### config.mk
export PLATFORM = sky130hd
export DESIGN_NAME = key_expand_ctrl_flat
export DESIGN_NICKNAME = d
export VERILOG_FILES = /design/src/rtl/aes_pkg.sv /design/src/rtl/key_expand_ctrl_if.sv /design/src/rtl/round_key_rf.sv /design/src/rtl/key_expand_ctrl.sv /design/src/flat_wrapper.sv
export SDC_FILE = /design/constraint.sdc
export NUM_CORES = 2
export LEC_CHECK = 0
export BUFFER_PORTS_ARGS = -buffer_cell sky130_fd_sc_hd__buf_2
export CORE_MARGIN = 2
export CORE_UTILIZATION = 45
export CTS_CLUSTER_DIAMETER = 30
export DETAILED_ROUTE_END_ITERATION = 6
export GPL_TIMING_DRIVEN = 0
export PLACE_DENSITY_LB_ADDON = 0.08
export RECOVER_POWER = 100
export SYNTH_ARGS = -nofsm -noshare
export SYNTH_HDL_FRONTEND = slang
export SYNTH_SLANG_ARGS = --single-unit
### constraint.sdc
create_clock -name clk -period 19.3 [get_ports clk]
set_input_delay 1.93 -clock clk [delete_from_list [all_inputs] [get_ports clk]]
set_output_delay 1.93 -clock clk [all_outputs]
set_load 0.01 [all_outputs]
### src/rtl/aes_pkg.sv
// Shared AES key-expansion definitions: key width, round count default and FSM encoding.
package aes_pkg;

   localparam int unsigned AES_KEY_W      = 128;
   localparam int unsigned NUM_ROUNDS_DEF = 10;
   localparam int unsigned ROUND_W        = 4;

   typedef enum logic [1:0] {
      StIdle,
      StStart,
      StWait,
      StStore
   } ks_state_e;

endpackage

### src/rtl/key_expand_ctrl_if.sv
// Handshake between the expansion controller (master) and the key-schedule core (slave).
interface key_expand_ctrl_if;
   import aes_pkg::*;

   logic                 ks_start_out;
   logic [ROUND_W-1:0]   ks_round_out;
   logic [AES_KEY_W-1:0] ks_last_key_out;
   logic                 ks_ready_in;
   logic [AES_KEY_W-1:0] ks_new_key_in;

   modport master (
      output ks_start_out,
      output ks_round_out,
      output ks_last_key_out,
      input  ks_ready_in,
      input  ks_new_key_in
   );

   modport slave (
      input  ks_start_out,
      input  ks_round_out,
      input  ks_last_key_out,
      output ks_ready_in,
      output ks_new_key_in
   );

endinterface

### src/rtl/round_key_rf.sv
// Round-key storage: one write port, one registered read port that returns zero when not enabled.
module round_key_rf
   import aes_pkg::*;
#(
   parameter int unsigned DEPTH = NUM_ROUNDS_DEF + 1
) (
   input  logic                 clk,
   input  logic                 rst,
   input  logic                 we,
   input  logic [ROUND_W-1:0]   waddr,
   input  logic [AES_KEY_W-1:0] wdata,
   input  logic                 re,
   input  logic [ROUND_W-1:0]   raddr,
   output logic [AES_KEY_W-1:0] rdata
);

   logic [AES_KEY_W-1:0] mem [DEPTH];

   // Key slots carry no reset; validity is tracked by the controller.
   always_ff @(posedge clk) begin
      if (we) begin
         mem[waddr] <= wdata;
      end
   end

   // Registered read, forced to zero when the read is masked.
   always_ff @(posedge clk or negedge rst) begin
      if (!rst) begin
         rdata <= '0;
      end else if (re) begin
         rdata <= mem[raddr];
      end else begin
         rdata <= '0;
      end
   end

endmodule

### src/rtl/key_expand_ctrl.sv
// AES-128 key-expansion controller: sequences an external key-schedule core round by round,
// stores every round key and serves a registered read port.
// Optional macro KEY_EXPAND_DECRYPT_EN adds rd_decrypt_in for reverse-order reads.
module key_expand_ctrl
   import aes_pkg::*;
#(
   parameter int unsigned NUM_ROUNDS = NUM_ROUNDS_DEF,
   parameter int unsigned KS_TIMEOUT = 15
) (
   input  logic                  clk,
   input  logic                  rst,
   input  logic                  key_load_in,
   input  logic [AES_KEY_W-1:0]  cipher_key_in,
   key_expand_ctrl_if.master     ks,
   input  logic [ROUND_W-1:0]    rd_round_in,
`ifdef KEY_EXPAND_DECRYPT_EN
   input  logic                  rd_decrypt_in,
`endif
   output logic [AES_KEY_W-1:0]  rd_key_out,
   output logic                  busy_out,
   output logic                  keys_valid_out,
   output logic                  error_out
);

   localparam int unsigned        CNT_W      = $clog2(KS_TIMEOUT + 1);
   localparam logic [ROUND_W-1:0] LAST_ROUND = ROUND_W'(NUM_ROUNDS);
   localparam logic [CNT_W-1:0]   CNT_LAST   = CNT_W'(KS_TIMEOUT - 1);

   ks_state_e            state_q;
   logic [ROUND_W-1:0]   round_q;
   logic [CNT_W-1:0]     cnt_q;
   logic                 start_q;
   logic                 busy_q;
   logic                 valid_q;
   logic                 error_q;
   logic [AES_KEY_W-1:0] last_key_q;
   logic [AES_KEY_W-1:0] new_key_q;

   logic                 rf_we;
   logic [ROUND_W-1:0]   rf_waddr;
   logic [AES_KEY_W-1:0] rf_wdata;
   logic                 rf_re;
   logic [ROUND_W-1:0]   rf_raddr;
   logic                 rd_dec;

   // Single FSM; all outputs are registered alongside the state.
   always_ff @(posedge clk or negedge rst) begin
      if (!rst) begin
         state_q    <= StIdle;
         round_q    <= '0;
         cnt_q      <= '0;
         start_q    <= 1'b0;
         busy_q     <= 1'b0;
         valid_q    <= 1'b0;
         error_q    <= 1'b0;
         last_key_q <= '0;
         new_key_q  <= '0;
      end else begin
         start_q <= 1'b0;
         unique case (state_q)
            StIdle: begin
               if (key_load_in) begin
                  state_q    <= StStart;
                  round_q    <= 4'd1;
                  start_q    <= 1'b1;
                  busy_q     <= 1'b1;
                  valid_q    <= 1'b0;
                  error_q    <= 1'b0;
                  last_key_q <= cipher_key_in;
               end
            end
            StStart: begin
               state_q <= StWait;
               cnt_q   <= '0;
            end
            StWait: begin
               // Ready has priority over an expiring timeout.
               if (ks.ks_ready_in) begin
                  new_key_q <= ks.ks_new_key_in;
                  state_q   <= StStore;
               end else if (cnt_q == CNT_LAST) begin
                  error_q <= 1'b1;
                  busy_q  <= 1'b0;
                  state_q <= StIdle;
               end else begin
                  cnt_q <= cnt_q + 1'b1;
               end
            end
            StStore: begin
               round_q    <= round_q + 4'd1;
               last_key_q <= new_key_q;
               if (round_q == LAST_ROUND) begin
                  valid_q <= 1'b1;
                  busy_q  <= 1'b0;
                  state_q <= StIdle;
               end else begin
                  start_q <= 1'b1;
                  state_q <= StStart;
               end
            end
            default: state_q <= StIdle;
         endcase
      end
   end

   // Slot 0 takes the cipher key on load; later slots take the captured core result.
   always_comb begin
      rf_we    = 1'b0;
      rf_waddr = '0;
      rf_wdata = cipher_key_in;
      if (state_q == StIdle && key_load_in) begin
         rf_we = 1'b1;
      end else if (state_q == StStore) begin
         rf_we    = 1'b1;
         rf_waddr = round_q;
         rf_wdata = new_key_q;
      end
   end

`ifdef KEY_EXPAND_DECRYPT_EN
   assign rd_dec = rd_decrypt_in;
`else
   assign rd_dec = 1'b0;
`endif

   // Range check always applies to the requested round, not the mapped address.
   always_comb begin
      rf_re    = valid_q && (rd_round_in <= LAST_ROUND);
      rf_raddr = rd_dec ? (LAST_ROUND - rd_round_in) : rd_round_in;
   end

   round_key_rf #(
      .DEPTH(NUM_ROUNDS + 1)
   ) u_rf (
      .clk  (clk),
      .rst  (rst),
      .we   (rf_we),
      .waddr(rf_waddr),
      .wdata(rf_wdata),
      .re   (rf_re),
      .raddr(rf_raddr),
      .rdata(rd_key_out)
   );

   assign ks.ks_start_out    = start_q;
   assign ks.ks_round_out    = round_q;
   assign ks.ks_last_key_out = last_key_q;
   assign busy_out           = busy_q;
   assign keys_valid_out     = valid_q;
   assign error_out          = error_q;

endmodule

### src/flat_wrapper.sv
// flat-port wrapper written by rule: the top's interface ports become plain ports
module key_expand_ctrl_flat import aes_pkg::*;
#(
   parameter int unsigned NUM_ROUNDS = NUM_ROUNDS_DEF,
   parameter int unsigned KS_TIMEOUT = 15
)
  (clk, rst, key_load_in, cipher_key_in, rd_round_in, rd_key_out, busy_out, keys_valid_out, error_out, ks_ks_start_out, ks_ks_round_out, ks_ks_last_key_out, ks_ks_ready_in, ks_ks_new_key_in);
  key_expand_ctrl_if ks_i ();
  input  logic clk;
  input  logic rst;
  input  logic key_load_in;
  input  logic [AES_KEY_W-1:0] cipher_key_in;
  input  logic [ROUND_W-1:0] rd_round_in;
  output logic [AES_KEY_W-1:0] rd_key_out;
  output logic busy_out;
  output logic keys_valid_out;
  output logic error_out;
  output wire logic [$bits(ks_i.ks_start_out)-1:0] ks_ks_start_out;
  output wire logic [$bits(ks_i.ks_round_out)-1:0] ks_ks_round_out;
  output wire logic [$bits(ks_i.ks_last_key_out)-1:0] ks_ks_last_key_out;
  input wire logic [$bits(ks_i.ks_ready_in)-1:0] ks_ks_ready_in;
  input wire logic [$bits(ks_i.ks_new_key_in)-1:0] ks_ks_new_key_in;
  assign ks_ks_start_out = ks_i.ks_start_out;
  assign ks_ks_round_out = ks_i.ks_round_out;
  assign ks_ks_last_key_out = ks_i.ks_last_key_out;
  assign ks_i.ks_ready_in = ks_ks_ready_in;
  assign ks_i.ks_new_key_in = ks_ks_new_key_in;
  key_expand_ctrl #(.NUM_ROUNDS(NUM_ROUNDS), .KS_TIMEOUT(KS_TIMEOUT)) u_core (.clk(clk), .rst(rst), .key_load_in(key_load_in), .cipher_key_in(cipher_key_in), .ks(ks_i), .rd_round_in(rd_round_in), .rd_key_out(rd_key_out), .busy_out(busy_out), .keys_valid_out(keys_valid_out), .error_out(error_out));
endmodule
==> metrics <==
outcome=finished, violations left; failing checks=capacitance limit, slew limit; vias in the first global route=between 40000 and 50000; required time of the critical path=19780 ps; area delta synth->final=27.98%; First-pass DRT Iterations=5; initial antenna violation count=21; Slew Viols, Final=942; Die W=between 300 and 400 um; Hold Crit Class=register to register; Core Util, Final=around 58%; DRC errors left=0; Post-Syn Area per Cell=15.71 sq um; # fillers=12570; Core Area=155800 sq um; Seq pwr share=36.6%; crit path DAT=9440 ps; Hold Startpoint=u_core.ks.ks_last_key_out[114]; clk_lat worst skew=960 ps; R2R Path End=u_core.u_rf.mem[2][98]; H-tree depth=5; GPL Wtd Cong=between 0.8 and 0.9; clock group share of total power=47.0%; pin count of the biggest net entering global routing=104; Least-Margin Pin Slew=around 5600 ps; Hold Vio Cnt, Final=0; cell area after layout=90100 sq um; internal power consumption=10.84 mW; crit path max fanout=21; sequential fraction of the synthesis area=74.20%; Synth Cell Area=70400 sq um; routed vias/inst=5.429; P_sw=4.226 mW; layout cells sized above 1=approximately a fifth; number of instances in the placed design=7205; DP Worst Slack=13860 ps; critical path class=register to register; ys flop type=edfxtp_1; PostCTS Resize Cnt=0; register area=52240 sq um; Overall Global Routing Usage=roughly a quarter; total CTS buffers=415; Leak Pwr=between 30 and 40 nW; Max-cap violations=38; WL per Instance=26.49 um; total wire length=roughly 210000 um; Final nets=5839; hold_buf cts=0; Yosys reg bits=1806; synthesized instance count=4480; first-pass GRT wire length=301200 um; RR Startpoint=u_core.state_q[1]; RSZ-0062 raised after global routing=false; Power Total=15.06 mW; DRT iter0 DRCs=4083; die height=roughly 400 um; Clock Skew=roughly 71 ps; Gate power share=16.3%; die area=159600 sq um; WHS Path Cells=2; I/O pins=around 530; Post-Syn Nets=4755; Yosys cell types=44; total grt overflow=0; Post-DP Area=77510 sq um; CTS root buffer=clkbuf_16; setup ws final=10340 ps; post-route non-filler standard cell count=~8000; switching share of total power=approximately 28%; Starting Density=45.17%; Detail Placement HPWL=138900 um; PD cells=167.2 nW/um^2; Final period util=about 46%; Worst-path clk slew=50 ps; crit path from=u_core.state_q[1]; maximum vdd drop=0.0001188 V; Tmin final=8964 ps; Worst R2R Path Depth=9; CTS tree=yes; postcts setup bufs=0; R2R Setup Slk=approximately 10000 ps; Port Buffers=around 530; via count=43250; final setup fails=0; clock tree buffer depth=4; relative slew slack=-272.0%; Worst setup EP type=register; Final ANT Viol Nets=0; EDFF count, synth=about 1400; Yosys warnings=0; startpoint types=register; Worst Hold Path EP=u_core.ks.ks_last_key_out[114]; Max Clk Rate=111.6 MHz; Rows=145; footprint of the multi-input gates=between 15000 and 20000 sq um; CTS sink cnt=1806; fraction of registers with async set/reset=22.04%
## flip-flops by register name (all words and copies together) (netlist names)
signal / count
u_core.ks.ks_last_key_out: 128
u_core.state_q: 2
u_core.keys_valid_out: 1
u_core.u_rf.mem: 1408
u_core.new_key_q: 128
u_core.cnt_q: 4
u_core.ks.ks_round_out: 4
u_core.error_out: 1
u_core.busy_out: 1
u_core.ks.ks_start_out: 1
u_core.u_rf.rdata: 128
## worst max-delay path, cell delays in order, from the launching register on
cell      delay (ps)
dfrtp_1          420
ha_1             220
clkbuf_1         850
clkbuf_1        1330
clkbuf_1         900
nand4_1          260
a21oi_1         1110
clkbuf_1         940
clkbuf_1        1120
clkbuf_1        1290
## logic make-up after synthesis
logic type / after synthesis / synth area share, %
flip-flops: 1806 / 74.20
multiplexers: 899 / 13.03
AND/OR/NAND/NOR: 826 / 4.758
AO/OA/AOI/OAI: 661 / 5.646
buffers and inverters: 277 / 2.165
adder cells (fa/ha/maj): 11 / 0.1955
## stage by stage
step           TNS (ps)  hold WS [ps]
2_1_floorplan         0         453.0
3_3_place_gp   -5783930         460.7
3_5_place_dp          0         466.7
4_1_cts               0         476.5
5_1_grt               0         501.5
6_report              0         475.6
## worst max path at each step
| stage | endpoint |
|---|---|
| floorplan | u_core.u_rf.mem[7][0] |
| global placement | u_core.u_rf.mem[7][41] |
| detailed placement | u_core.u_rf.mem[10][120] |
| CTS | u_core.u_rf.mem[10][125] |
| global route | u_core.u_rf.rdata[64] |
| finish | u_core.u_rf.mem[2][98] |
## synth_stat cells, types with 3 or more instances
| cell type | count | area share, % |
|---|---|---|
| a21oi_1 | 134 | 0.95 |
| a22oi_1 | 254 | 2.7 |
| buf_1 | 20 | 0.11 |
| buf_2 | 66 | 0.47 |
| buf_4 | 54 | 0.58 |
| buf_6 | 24 | 0.38 |
| clkbuf_1 | 104 | 0.55 |
| clkbuf_4 | 5 | 0.053 |
| dfrtp_1 | 398 | 14 |
| edfxtp_1 | 1408 | 60 |
| ha_1 | 11 | 0.20 |
| inv_1 | 4 | 0.021 |
| mux2_2 | 130 | 2.1 |
| mux2i_1 | 767 | 11 |
| nand2_1 | 530 | 2.8 |
| nand3_1 | 135 | 0.96 |
| nor2_1 | 136 | 0.73 |
| nor2b_1 | 7 | 0.062 |
| nor4_1 | 3 | 0.027 |
| o21ai_0 | 55 | 0.39 |
| o21ai_1 | 206 | 1.5 |
## area by class of cell
| class | instances | area share, % |
|---|---|---|
| sequential | 1806 | 57.98 |
| multi-input combinational | 2397 | 18.46 |
| clock buffer | 501 | 12.43 |
| clock inverter | 254 | 3.429 |
| timing repair buffer | 667 | 3.190 |
| tap | 2058 | 2.858 |
| buffer | 273 | 1.616 |
| antenna | 7 | 0.01944 |
| inverter | 4 | 0.01666 |
## power by group through the flow
stage,sequential (mW),clock (mW),combinational [mW]
6_report,5.52,7.09,2.46
5_1_grt,5.57,7.38,2.67
4_1_cts,5.49,7.16,2.62
3_5_place_dp,5.55,0,2.61
3_3_place_gp,5.64,0,2.49
2_1_floorplan,5.59,0,1.32
## routing by layer
layer	global-route usage [%]	share of wire [%]
met5	0	0.036
met4	7.150	2.0
met3	6.789	7.8
met2	42.40	48
met1	35.15	42
## cell usage in the layout (no fill, tap or decap), types with 3 or more instances in the layout
master	n
inv_6	12
clkbuf_4	5
ha_1	11
clkinv_2	74
dfrtp_1	398
clkinvlp_4	38
bufinv_16	65
nand3_1	135
diode_2	7
nor2b_1	7
inv_1	4
clkinv_1	42
nor2_1	137
clkbuf_16	425
mux2_2	130
clkbuf_1	602
mux2i_1	767
nor4_1	3
a22oi_1	254
buf_4	53
o21ai_1	21
buf_1	17
buf_2	284
a21oi_1	134
o21ai_0	240
edfxtp_1	1408
clkbuf_8	28
buf_6	24
clkinv_4	19
nand2_1	530
(Power assumes the default switching activity.)
